===== src/rtl/uart_rx_fifo_pkg.sv =====
// Shared types and defaults for the UART receive buffer.
// Holds the irq trigger-level encoding and a helper that maps it to an occupancy threshold.
package uart_pkg;

  localparam int UART_RX_FIFO_DEPTH = 16;

  typedef enum logic [1:0] {
    TRIG_1   = 2'b00,
    TRIG_4   = 2'b01,
    TRIG_8   = 2'b10,
    TRIG_NM2 = 2'b11
  } trig_sel_e;

  function automatic int trigThreshold(trig_sel_e sel, int depth);
    case (sel)
      TRIG_1:  return 1;
      TRIG_4:  return 4;
      TRIG_8:  return 8;
      default: return depth - 2;
    endcase
  endfunction

endpackage


===== src/rtl/uart_rx_fifo_if.sv =====
// Bundle of receiver-side and register-block-side signals of the UART receive buffer.
// master = environment (receiver + APB block), slave = the buffer itself.
interface uart_rx_fifo_if
  import uart_pkg::*;
#(
  parameter int DEPTH = UART_RX_FIFO_DEPTH
);
  localparam int LW = $clog2(DEPTH) + 1;

  logic          fifo_clr_i;
  logic [7:0]    rx_data_i;
  logic          rx_valid_i;
  logic          parity_err_i;
  logic          stop_err_i;
  logic          rts_no;
  logic          rd_en_i;
  logic [7:0]    rd_data_o;
  logic          empty_o;
  logic          full_o;
  logic [LW-1:0] level_o;
  logic [1:0]    trig_sel_i;
  logic          rx_irq_o;
  logic          lsr_rd_i;
  logic          pe_o;
  logic          fe_o;
  logic          oe_o;

  modport master (
    output fifo_clr_i, rx_data_i, rx_valid_i, parity_err_i, stop_err_i,
           rd_en_i, trig_sel_i, lsr_rd_i,
    input  rts_no, rd_data_o, empty_o, full_o, level_o, rx_irq_o, pe_o, fe_o, oe_o
  );

  modport slave (
    input  fifo_clr_i, rx_data_i, rx_valid_i, parity_err_i, stop_err_i,
           rd_en_i, trig_sel_i, lsr_rd_i,
    output rts_no, rd_data_o, empty_o, full_o, level_o, rx_irq_o, pe_o, fe_o, oe_o
  );

endinterface


===== src/rtl/uart_rx_fifo_sync.sv =====
// Generic first-word-fall-through synchronous FIFO with an explicit occupancy counter.
// A write while full is accepted only if a read frees a slot in the same cycle.
module uart_sync_fifo #(
  parameter int WIDTH = 8,
  parameter int DEPTH = 16
) (
  input  logic                       clk,
  input  logic                       reset_n,
  input  logic                       i_clr,
  input  logic                       i_wrEn,
  input  logic [WIDTH-1:0]           i_wrData,
  input  logic                       i_rdEn,
  output logic [WIDTH-1:0]           o_rdData,
  output logic                       o_empty,
  output logic                       o_full,
  output logic [$clog2(DEPTH):0]     o_level,
  output logic [$clog2(DEPTH):0]     o_levelNext
);
  localparam int AW = $clog2(DEPTH);
  localparam int LW = AW + 1;

  logic [WIDTH-1:0] r_mem [DEPTH];
  logic [AW-1:0]    r_wrPtr;
  logic [AW-1:0]    r_rdPtr;
  logic [LW-1:0]    r_level;
  logic             w_wrOk;
  logic             w_rdOk;

  assign o_empty  = (r_level == '0);
  assign o_full   = (r_level == LW'(DEPTH));
  assign o_level  = r_level;
  assign o_rdData = o_empty ? '0 : r_mem[r_rdPtr];

  assign w_rdOk = i_rdEn && !o_empty;
  assign w_wrOk = i_wrEn && (!o_full || w_rdOk);

  // Post-update occupancy; the wrapper derives its flow-control state from it.
  always_comb begin
    o_levelNext = r_level;
    if (i_clr)
      o_levelNext = '0;
    else if (w_wrOk && !w_rdOk)
      o_levelNext = r_level + LW'(1);
    else if (!w_wrOk && w_rdOk)
      o_levelNext = r_level - LW'(1);
  end

  always_ff @(posedge clk or negedge reset_n) begin
    if (!reset_n) begin
      r_wrPtr <= '0;
      r_rdPtr <= '0;
      r_level <= '0;
    end else begin
      r_level <= o_levelNext;
      if (i_clr) begin
        r_wrPtr <= '0;
        r_rdPtr <= '0;
      end else begin
        if (w_wrOk)
          r_wrPtr <= r_wrPtr + AW'(1);
        if (w_rdOk)
          r_rdPtr <= r_rdPtr + AW'(1);
      end
    end
  end

  always_ff @(posedge clk) begin
    if (w_wrOk && !i_clr)
      r_mem[r_wrPtr] <= i_wrData;
  end

endmodule


===== src/rtl/uart_rx_fifo.sv =====
// UART receive buffer: FWFT storage plus overrun detection, sticky line-status flags,
// flow control with hysteresis toward the receiver, and the trigger-level interrupt.
module uart_rx_fifo
  import uart_pkg::*;
#(
  parameter int DEPTH  = UART_RX_FIFO_DEPTH,
  parameter int RTS_HI = 14,
  parameter int RTS_LO = 8
) (
  input  logic           clk,
  input  logic           reset_n,
  uart_rx_fifo_if.slave  bus
);
  localparam int LW = $clog2(DEPTH) + 1;

  logic [LW-1:0] w_level;
  logic [LW-1:0] w_levelNext;
  logic          w_full;
  logic          w_overrun;
  logic          r_pe;
  logic          r_fe;
  logic          r_oe;
  logic          r_rts;

  uart_sync_fifo #(
    .WIDTH (8),
    .DEPTH (DEPTH)
  ) u_fifo (
    .clk         (clk),
    .reset_n     (reset_n),
    .i_clr       (bus.fifo_clr_i),
    .i_wrEn      (bus.rx_valid_i),
    .i_wrData    (bus.rx_data_i),
    .i_rdEn      (bus.rd_en_i),
    .o_rdData    (bus.rd_data_o),
    .o_empty     (bus.empty_o),
    .o_full      (w_full),
    .o_level     (w_level),
    .o_levelNext (w_levelNext)
  );

  // A flush discards the concurrent character, so it is not counted as an overrun.
  assign w_overrun = bus.rx_valid_i && w_full && !bus.rd_en_i && !bus.fifo_clr_i;

  always_ff @(posedge clk or negedge reset_n) begin
    if (!reset_n) begin
      r_pe  <= 1'b0;
      r_fe  <= 1'b0;
      r_oe  <= 1'b0;
      r_rts <= 1'b0;
    end else begin
      r_pe <= bus.parity_err_i || (r_pe && !bus.lsr_rd_i);
      r_fe <= bus.stop_err_i   || (r_fe && !bus.lsr_rd_i);
      r_oe <= w_overrun        || (r_oe && !bus.lsr_rd_i);
      if (int'(w_levelNext) >= RTS_HI)
        r_rts <= 1'b1;
      else if (int'(w_levelNext) <= RTS_LO)
        r_rts <= 1'b0;
    end
  end

  assign bus.full_o   = w_full;
  assign bus.level_o  = w_level;
  assign bus.rts_no   = r_rts;
  assign bus.pe_o     = r_pe;
  assign bus.fe_o     = r_fe;
  assign bus.oe_o     = r_oe;
  assign bus.rx_irq_o = int'(w_level) >= trigThreshold(trig_sel_e'(bus.trig_sel_i), DEPTH);

endmodule


===== src/flat_wrapper.sv =====
// flat-port wrapper written by rule: the top's interface ports become plain ports
module uart_rx_fifo_flat import uart_pkg::*;
#(
  parameter int DEPTH  = UART_RX_FIFO_DEPTH,
  parameter int RTS_HI = 14,
  parameter int RTS_LO = 8
)
  (clk, reset_n, bus_fifo_clr_i, bus_rx_data_i, bus_rx_valid_i, bus_parity_err_i, bus_stop_err_i, bus_rd_en_i, bus_trig_sel_i, bus_lsr_rd_i, bus_rts_no, bus_rd_data_o, bus_empty_o, bus_full_o, bus_level_o, bus_rx_irq_o, bus_pe_o, bus_fe_o, bus_oe_o);
  uart_rx_fifo_if #(.DEPTH(DEPTH)) bus_i ();
  input  logic clk;
  input  logic reset_n;
  input wire logic [$bits(bus_i.fifo_clr_i)-1:0] bus_fifo_clr_i;
  input wire logic [$bits(bus_i.rx_data_i)-1:0] bus_rx_data_i;
  input wire logic [$bits(bus_i.rx_valid_i)-1:0] bus_rx_valid_i;
  input wire logic [$bits(bus_i.parity_err_i)-1:0] bus_parity_err_i;
  input wire logic [$bits(bus_i.stop_err_i)-1:0] bus_stop_err_i;
  input wire logic [$bits(bus_i.rd_en_i)-1:0] bus_rd_en_i;
  input wire logic [$bits(bus_i.trig_sel_i)-1:0] bus_trig_sel_i;
  input wire logic [$bits(bus_i.lsr_rd_i)-1:0] bus_lsr_rd_i;
  output wire logic [$bits(bus_i.rts_no)-1:0] bus_rts_no;
  output wire logic [$bits(bus_i.rd_data_o)-1:0] bus_rd_data_o;
  output wire logic [$bits(bus_i.empty_o)-1:0] bus_empty_o;
  output wire logic [$bits(bus_i.full_o)-1:0] bus_full_o;
  output wire logic [$bits(bus_i.level_o)-1:0] bus_level_o;
  output wire logic [$bits(bus_i.rx_irq_o)-1:0] bus_rx_irq_o;
  output wire logic [$bits(bus_i.pe_o)-1:0] bus_pe_o;
  output wire logic [$bits(bus_i.fe_o)-1:0] bus_fe_o;
  output wire logic [$bits(bus_i.oe_o)-1:0] bus_oe_o;
  assign bus_i.fifo_clr_i = bus_fifo_clr_i;
  assign bus_i.rx_data_i = bus_rx_data_i;
  assign bus_i.rx_valid_i = bus_rx_valid_i;
  assign bus_i.parity_err_i = bus_parity_err_i;
  assign bus_i.stop_err_i = bus_stop_err_i;
  assign bus_i.rd_en_i = bus_rd_en_i;
  assign bus_i.trig_sel_i = bus_trig_sel_i;
  assign bus_i.lsr_rd_i = bus_lsr_rd_i;
  assign bus_rts_no = bus_i.rts_no;
  assign bus_rd_data_o = bus_i.rd_data_o;
  assign bus_empty_o = bus_i.empty_o;
  assign bus_full_o = bus_i.full_o;
  assign bus_level_o = bus_i.level_o;
  assign bus_rx_irq_o = bus_i.rx_irq_o;
  assign bus_pe_o = bus_i.pe_o;
  assign bus_fe_o = bus_i.fe_o;
  assign bus_oe_o = bus_i.oe_o;
  uart_rx_fifo #(.DEPTH(DEPTH), .RTS_HI(RTS_HI), .RTS_LO(RTS_LO)) u_core (.clk(clk), .reset_n(reset_n), .bus(bus_i));
endmodule

===== config.mk =====
export PLATFORM = sky130hd
export DESIGN_NAME = uart_rx_fifo_flat
export DESIGN_NICKNAME = d
export VERILOG_FILES = /design/src/rtl/uart_rx_fifo_pkg.sv /design/src/rtl/uart_rx_fifo_if.sv /design/src/rtl/uart_rx_fifo_sync.sv /design/src/rtl/uart_rx_fifo.sv /design/src/flat_wrapper.sv
export SDC_FILE = /design/constraint.sdc
export NUM_CORES = 1
export LEC_CHECK = 0
export CAP_MARGIN = 10
export CORE_MARGIN = 1
export CORE_UTILIZATION = 63
export CTS_CLUSTER_DIAMETER = 120
export CTS_CLUSTER_SIZE = 25
export DETAILED_ROUTE_END_ITERATION = 8
export PLACE_DENSITY = 0.84
export SYNTH_ARGS = -nofsm -noshare
export SYNTH_HDL_FRONTEND = slang
export SYNTH_SLANG_ARGS = --single-unit

===== constraint.sdc =====
create_clock -name clk -period 4.4 [get_ports clk]
set_clock_uncertainty 0.2 [all_clocks]
set_input_delay 0.88 -clock clk [delete_from_list [all_inputs] [get_ports clk]]
set_output_delay 0.88 -clock clk [all_outputs]
set_load 0.01 [all_outputs]

==> reports/metrics.yaml, run 1 <==
yosysTopAreaCell: "edfxtp_1"
crit_start: "u_core.u_fifo.r_rdPtr[0]"
synth_area_leaders: "edfxtp_1 62%, mux4_2 9.4%, dfrtp_1 6.8%"
dp_hpwl_mm: 7.43
placed_area_um2: 6770
die_w_um: 101
post-route-drc-count: 0
cts_resized: 0
seq_area_frac_synth_pct: 68.7
fin_crit_ns: 4.28
rsz0062_at_grt: "false"
htreeDepth: 4
totalWireLength_mm: 12.8
port_buffers: 37
fin_crit_sh_pct: 97.2
cts_buffer_depth: 2
fin_nets: 422
cts_setup_buffers: 0
drt_iter0_drc: 303
synth-seq-cells: 145
finalInstanceArea_um2: 7350
viasPerCell: 6.29
syn_nets: 361
critPathRequiredTime_ns: 3.32
tritoncts_num_sinks: 145
critPathKind: "reg -> out"
boundaryPins: 38
cts_root_buf: "clkbuf_8"
synth-main-ff-cell: "edfxtp_1"
regToRegSetupSlack_ns: 1.20
final_hold_viol_count: 0
finalSetupViolations: 0
fillCellCount: 508
num_vias: 3364
cp_max_fo: 12
synthXorXnorAreaFrac_pct: 1.13
start_util_pct: 66.0
synth_top_area_share_pct: 61.9
synthCells: 332
run_status: "completed"
cts_inserted_buffers: 17
grt_overflow: 0
clk_latency_ns: 0.52
grt_antenna_before_repair: 0
r2r_start: "u_core.u_fifo.o_level[0]"
cts_tree: "done"
end_kind: "output pin"
cp-start-kind: "flip-flop"
yosys.area_share.adder_pct: 2.22
synth_mux_area_share_pct: 15.8
yosysWarnings: 0
n_antenna_cell: 0
ctsHoldBuffers: 0
layout-drive-gt1-share_pct: 20.7
std_cell_rows: 35
area_growth_syn_to_layout_pct: 18.2
synth-compound-area-share_pct: 3.36
final_antenna_net_count: 0
grt_max_degree: 36
clock.fmax_mhz: 234
synth_cell_type_count: 51
tightest_slew_ns: 0.790
postSynth.asyncResetShare_pct: 11.7
crit_arrival_ns: 3.20
gp_congestion: 0.841
die-area_um2: 10300
avgRoutedWirePerCell_um: 24.0
grt_first_pass_wirelength_mm: 19.5
synth_edf_count: 128
synth_top_family_by_area: "multiplexers"
cellPowerDensity_nw_per_um2: 537
worstHoldPathType: "reg -> reg"
cap_violations: 0
groute.usage.overall_pct: 27.9
synthSimpleGateAreaFrac_pct: 6.06
coreArea_um2: 9420
syn_avg_cell_area_um2: 18.7
die_h_um: 101
maxSlewViolCount: 0
slew_headroom_pct: 47.2
tns_ns: 0
grt_pass1_vias: 3439
dr.pass1.iters: 4
leakagePower_uw: 0.00253
synth.cell_area_um2: 6210
ir_worst_vdd_mv: 0.313
clk_pin_slew_ns: 0.06
min_from: "u_core.bus.pe_o"
[cell families after synthesis]
| kind of cell | Yosys count |
|---|---|
| flip-flops | 145 |
| AND/OR/NAND/NOR | 74 |
| multiplexers | 42 |
| adder cells (fa/ha/maj) | 11 |
| AO/OA/AOI/OAI | 26 |
| buffers and inverters | 26 |
| XOR/XNOR | 8 |
[through the flow]
| step | util, % | instances | total power [µW] | hold slack (ns) | setup slack, ns |
|---|---|---|---|---|---|
| after floorplan | - | 332 | 2290 | 0.318 | 1.52 |
| after global placement | 71.9 | 503 | 2540 | 0.259 | 0.637 |
| after detailed placement | 71.9 | 503 | 2560 | 0.265 | 0.585 |
| after CTS | 78.0 | 535 | 3960 | 0.278 | 0.0993 |
| after global routing | 78.0 | 535 | 4110 | 0.287 | 0.0286 |
| final | 78.0 | 535 | 3950 | 0.273 | 0.124 |
[worst paths after layout]
path	end	cells past startpoint
worst max-delay path	bus_rd_data_o[0]	5
worst min register to register	u_core.bus.pe_o	1
worst min-delay path	u_core.bus.pe_o	1
min in group asynchronous	u_core.u_fifo.o_level[4]	1
max in group asynchronous	u_core.u_fifo.r_rdPtr[0]	1
worst max register to register	u_core.u_fifo.r_mem[7][7]	7
[per-layer routing]
metal	track usage (%)	up-vias	share of wire, %
met5	0	-	0
met4	11.8	0	1.8
met3	5.94	20	9.1
met2	44.8	165	50
met1	37.8	1722	39
li1	-	1457	-
[power by group]
| group | switching, µW | internal [µW] | total [µW] |
|---|---|---|---|
| clock network | 536 | 864 | 1400 |
| registers | 65.8 | 1530 | 1600 |
| logic | 429 | 520 | 948 |
| total | 1030 | 2910 | 3950 |
[cell usage in the layout, fill, tap and decap left out, types with 5 or more instances in the layout]
cell type	Yosys	layout
clkdlybuf4s50_1	0	37
nand2_1	12	12
buf_4	2	20
nor2_1	31	31
ha_1	11	11
mux4_2	26	26
and2_1	9	9
mux4_1	14	14
clkbuf_16	0	16
inv_1	10	10
xor2_1	5	5
dfrtp_1	17	16
edfxtp_1	128	128
[cells in the mapped netlist (2+ instances only)]
master,number
mux4_1,14
xor2_1,5
a31oi_1,4
buf_2,3
nor2_1,31
nor2b_1,4
nand2b_1,2
xnor2_1,3
mux4_2,26
nand2_1,12
buf_6,2
edfxtp_1,128
buf_12,2
nand4_1,2
and2_1,9
a41oi_1,2
or3_1,2
nand3_1,3
ha_1,11
o21ai_0,3
clkbuf_1,4
a21oi_1,4
a21o_1,2
inv_1,10
dfrtp_1,17
buf_4,2
[worst max-delay path, cell delays in order, from the launching register on]
cell             delay (ns)
dfrtp_2                0.55
buf_4                  0.32
mux4_1                 0.63
mux4_2                 0.52
and2_1                 0.18
clkdlybuf4s50_1        0.47
[registers in the layout (all words and copies together), names as in the netlist]
name / count
u_core.bus.rts_no: 1
u_core.u_fifo.r_rdPtr: 4
u_core.bus.oe_o: 1
u_core.u_fifo.o_level: 5
u_core.u_fifo.r_mem: 128
u_core.bus.pe_o: 1
u_core.u_fifo.r_wrPtr: 4
u_core.bus.fe_o: 1
[layout make-up]
class	instances	area, µm²	share of cell area [%]
timing repair buffer	57	520	7.09
sequential	145	4270	58.1
clock buffer	19	422	5.74
inverter	11	41.3	0.562
multi-input combinational	161	1770	24.1
tap	129	161	2.20
clock inverter	13	159	2.16
Power figures use the tool's default switching activity.
==> run 2, diff against run 1 <==
--- a/config.mk
+++ b/config.mk
@@ -9,7 +9,6 @@
 export CORE_MARGIN = 1
 export CORE_UTILIZATION = 63
 export CTS_CLUSTER_DIAMETER = 120
-export CTS_CLUSTER_SIZE = 25
 export DETAILED_ROUTE_END_ITERATION = 8
 export PLACE_DENSITY = 0.84
 export SYNTH_ARGS = -nofsm -noshare
==> results of run 2 <==
The final DEF is identical to that of run 1; final timing and power are the same.
==> edit: new RTL, settings of run 2 <==
Change the package constant `UART_RX_FIFO_DEPTH` from 16 to 32.
--- a/src/rtl/uart_rx_fifo_pkg.sv
+++ b/src/rtl/uart_rx_fifo_pkg.sv
@@ -2,7 +2,7 @@
 // Holds the irq trigger-level encoding and a helper that maps it to an occupancy threshold.
 package uart_pkg;
 
-  localparam int UART_RX_FIFO_DEPTH = 16;
+  localparam int UART_RX_FIFO_DEPTH = 32;
 
   typedef enum logic [1:0] {
     TRIG_1   = 2'b00,
Ports: changed (resized bus_level_o); port bits go from 38 to 39. The function was not compared with the original's and may differ.
==> edit against run 2 <==
Sequential cell count increased by 131; wire length grew 96%; design area grew 78%; area after synthesis up 82%; global-route usage is 0.34 points higher; critical path depth rose by 1; non-clock buffer count up 24; total power is 72% higher; worst setup slack gained 0.012 ns; largest power group unchanged.
==> edit: results (changes against run 2) <==
Outcome
The run finished with clean final reports.

Global route
The maximum number of pins on one net before global-route repair was 37 (+2.8%). The via count of the first global-routing pass is 6135 (+78%). The overall track demand over capacity in global routing was 0.282 (+0.00342).

Routing
The number of design-rule violations left by the first detailed-router iteration is 816 (+170%). The per-cell routed wire length came to 27.9 um (+17%). The met3 wire length came to 2100 um (+80%). The wire length on met2 is 12400 um (+93%). The vias per cell is 6.66 (+6.0%). The routed length on met1 was 9760 um (+95%).

Synthesis
The number of enable flip-flop cells after synthesis is 256 (+100%). The sequential fraction of the synthesis area is 0.725 (+0.0376). The post-synthesis net count is 606 (+68%). The post-synthesis async set-or-reset flop share is 0.0725 (-0.0448). The fraction of synthesized area in multiplexers came to 0.169 (+0.0117). The count of different cell masters after synthesis was 49 (-3.9%). Counting instances in the post-synthesis netlist gives the leading cell types as edfxtp_1, mux4_2, nor2_1. Sorting the synthesized cells by area gives the leading types as edfxtp_1, mux4_2, dfrtp_1.

Critical path
The critical path's slowest cell is mux4_2. The data arrival at the endpoint of the critical path is 3.18 ns (-0.02 ns). The setup slack on the worst flop-to-flop path is 0.59 ns (-0.61 ns).

Placed design
The final weighted congestion in routability-driven placement is 0.961 (+14%). The cell area after placement was 12100 sq um (+79%). The HPWL after detailed placement is 14500 um (+95%).

Power and ir drop
The switching power is 1.80 mW (+74%). The leakage power summed over all cells was 4.25 nW (+68%). The largest vdd supply drop was 348 uV (+11%).

Timing
The actual transition at the worst max-transition pin came to 1.25 ns (+0.458 ns).

Finish
The count of nets after finishing was 687 (+63%). The flip-flop count of the largest register, all copies and words added is 256 (+100%).

CTS
The buffer depth of the longest clock path is 3 (+1).
## edit: logic make-up after synthesis
logic type | after synthesis
buffers and inverters | 40
and+or+nand+nor | 112
adders and majority gates | 13
AOI/OAI and AO/OA | 34
xor gates and xnor gates | 9
muxes | 91
DFF | 276
## edit: layer usage
metal	up-vias	track usage
li1	2478	-
met1	3087	0.394
met2	373	0.464
met3	67	0.0354
met4	0	0.106
met5	-	0
## edit: power by group through the flow
stage | Clock, mW | Sequential, mW | Combinational [mW]
floorplan | 0 | 3.02 | 0.965
global placement | 0 | 3.04 | 1.44
detailed placement | 0 | 3.05 | 1.49
CTS | 2.22 | 2.99 | 1.52
global route | 2.30 | 3.01 | 1.67
finish | 2.20 | 3.00 | 1.58
## edit: metrics by stage
stage | power (mW) | hold slack (ns) | std cells | setup WS, ns
final | 6.78 | 0.285 | 901 | 0.136
after global routing | 6.98 | 0.306 | 901 | 0.0399
after detailed placement | 4.54 | 0.272 | 848 | 0.422
after floorplan | 3.99 | 0.318 | 575 | 1.31
after CTS | 6.73 | 0.286 | 896 | 0.0433
after global placement | 4.48 | 0.260 | 848 | 0.455
## edit: layout make-up
| type | instances | area (sq um) |
|---|---|---|
| clock buffer | 34 | 702 |
| timing repair buffer | 81 | 801 |
| fill | 906 | 4320 |
| multi-input combinational | 259 | 2940 |
| inverter | 12 | 45.0 |
| tap | 225 | 282 |
| clock inverter | 14 | 138 |
| sequential | 276 | 8190 |
## edit: what timing repair did
item,CTS,global route
hold buffers,0,0
gates cloned,0,2
pin swaps,0,0
resized for setup,1,3
setup buffers,0,0
setup endpoints to repair,1,1
## edit: final timing paths
path | from | cells after the start | endpoint
max | u_core.u_fifo.r_rdPtr[0] | 6 | bus_rd_data_o[6]
min | u_core.bus.pe_o | 1 | u_core.bus.pe_o
max reg2reg | u_core.u_fifo.o_level[0] | 8 | u_core.u_fifo.r_mem[24][2]
min reg2reg | u_core.bus.pe_o | 1 | u_core.bus.pe_o
max in group asynchronous | reset_n | 1 | u_core.u_fifo.r_rdPtr[0]
min in group asynchronous | reset_n | 1 | u_core.u_fifo.o_level[4]
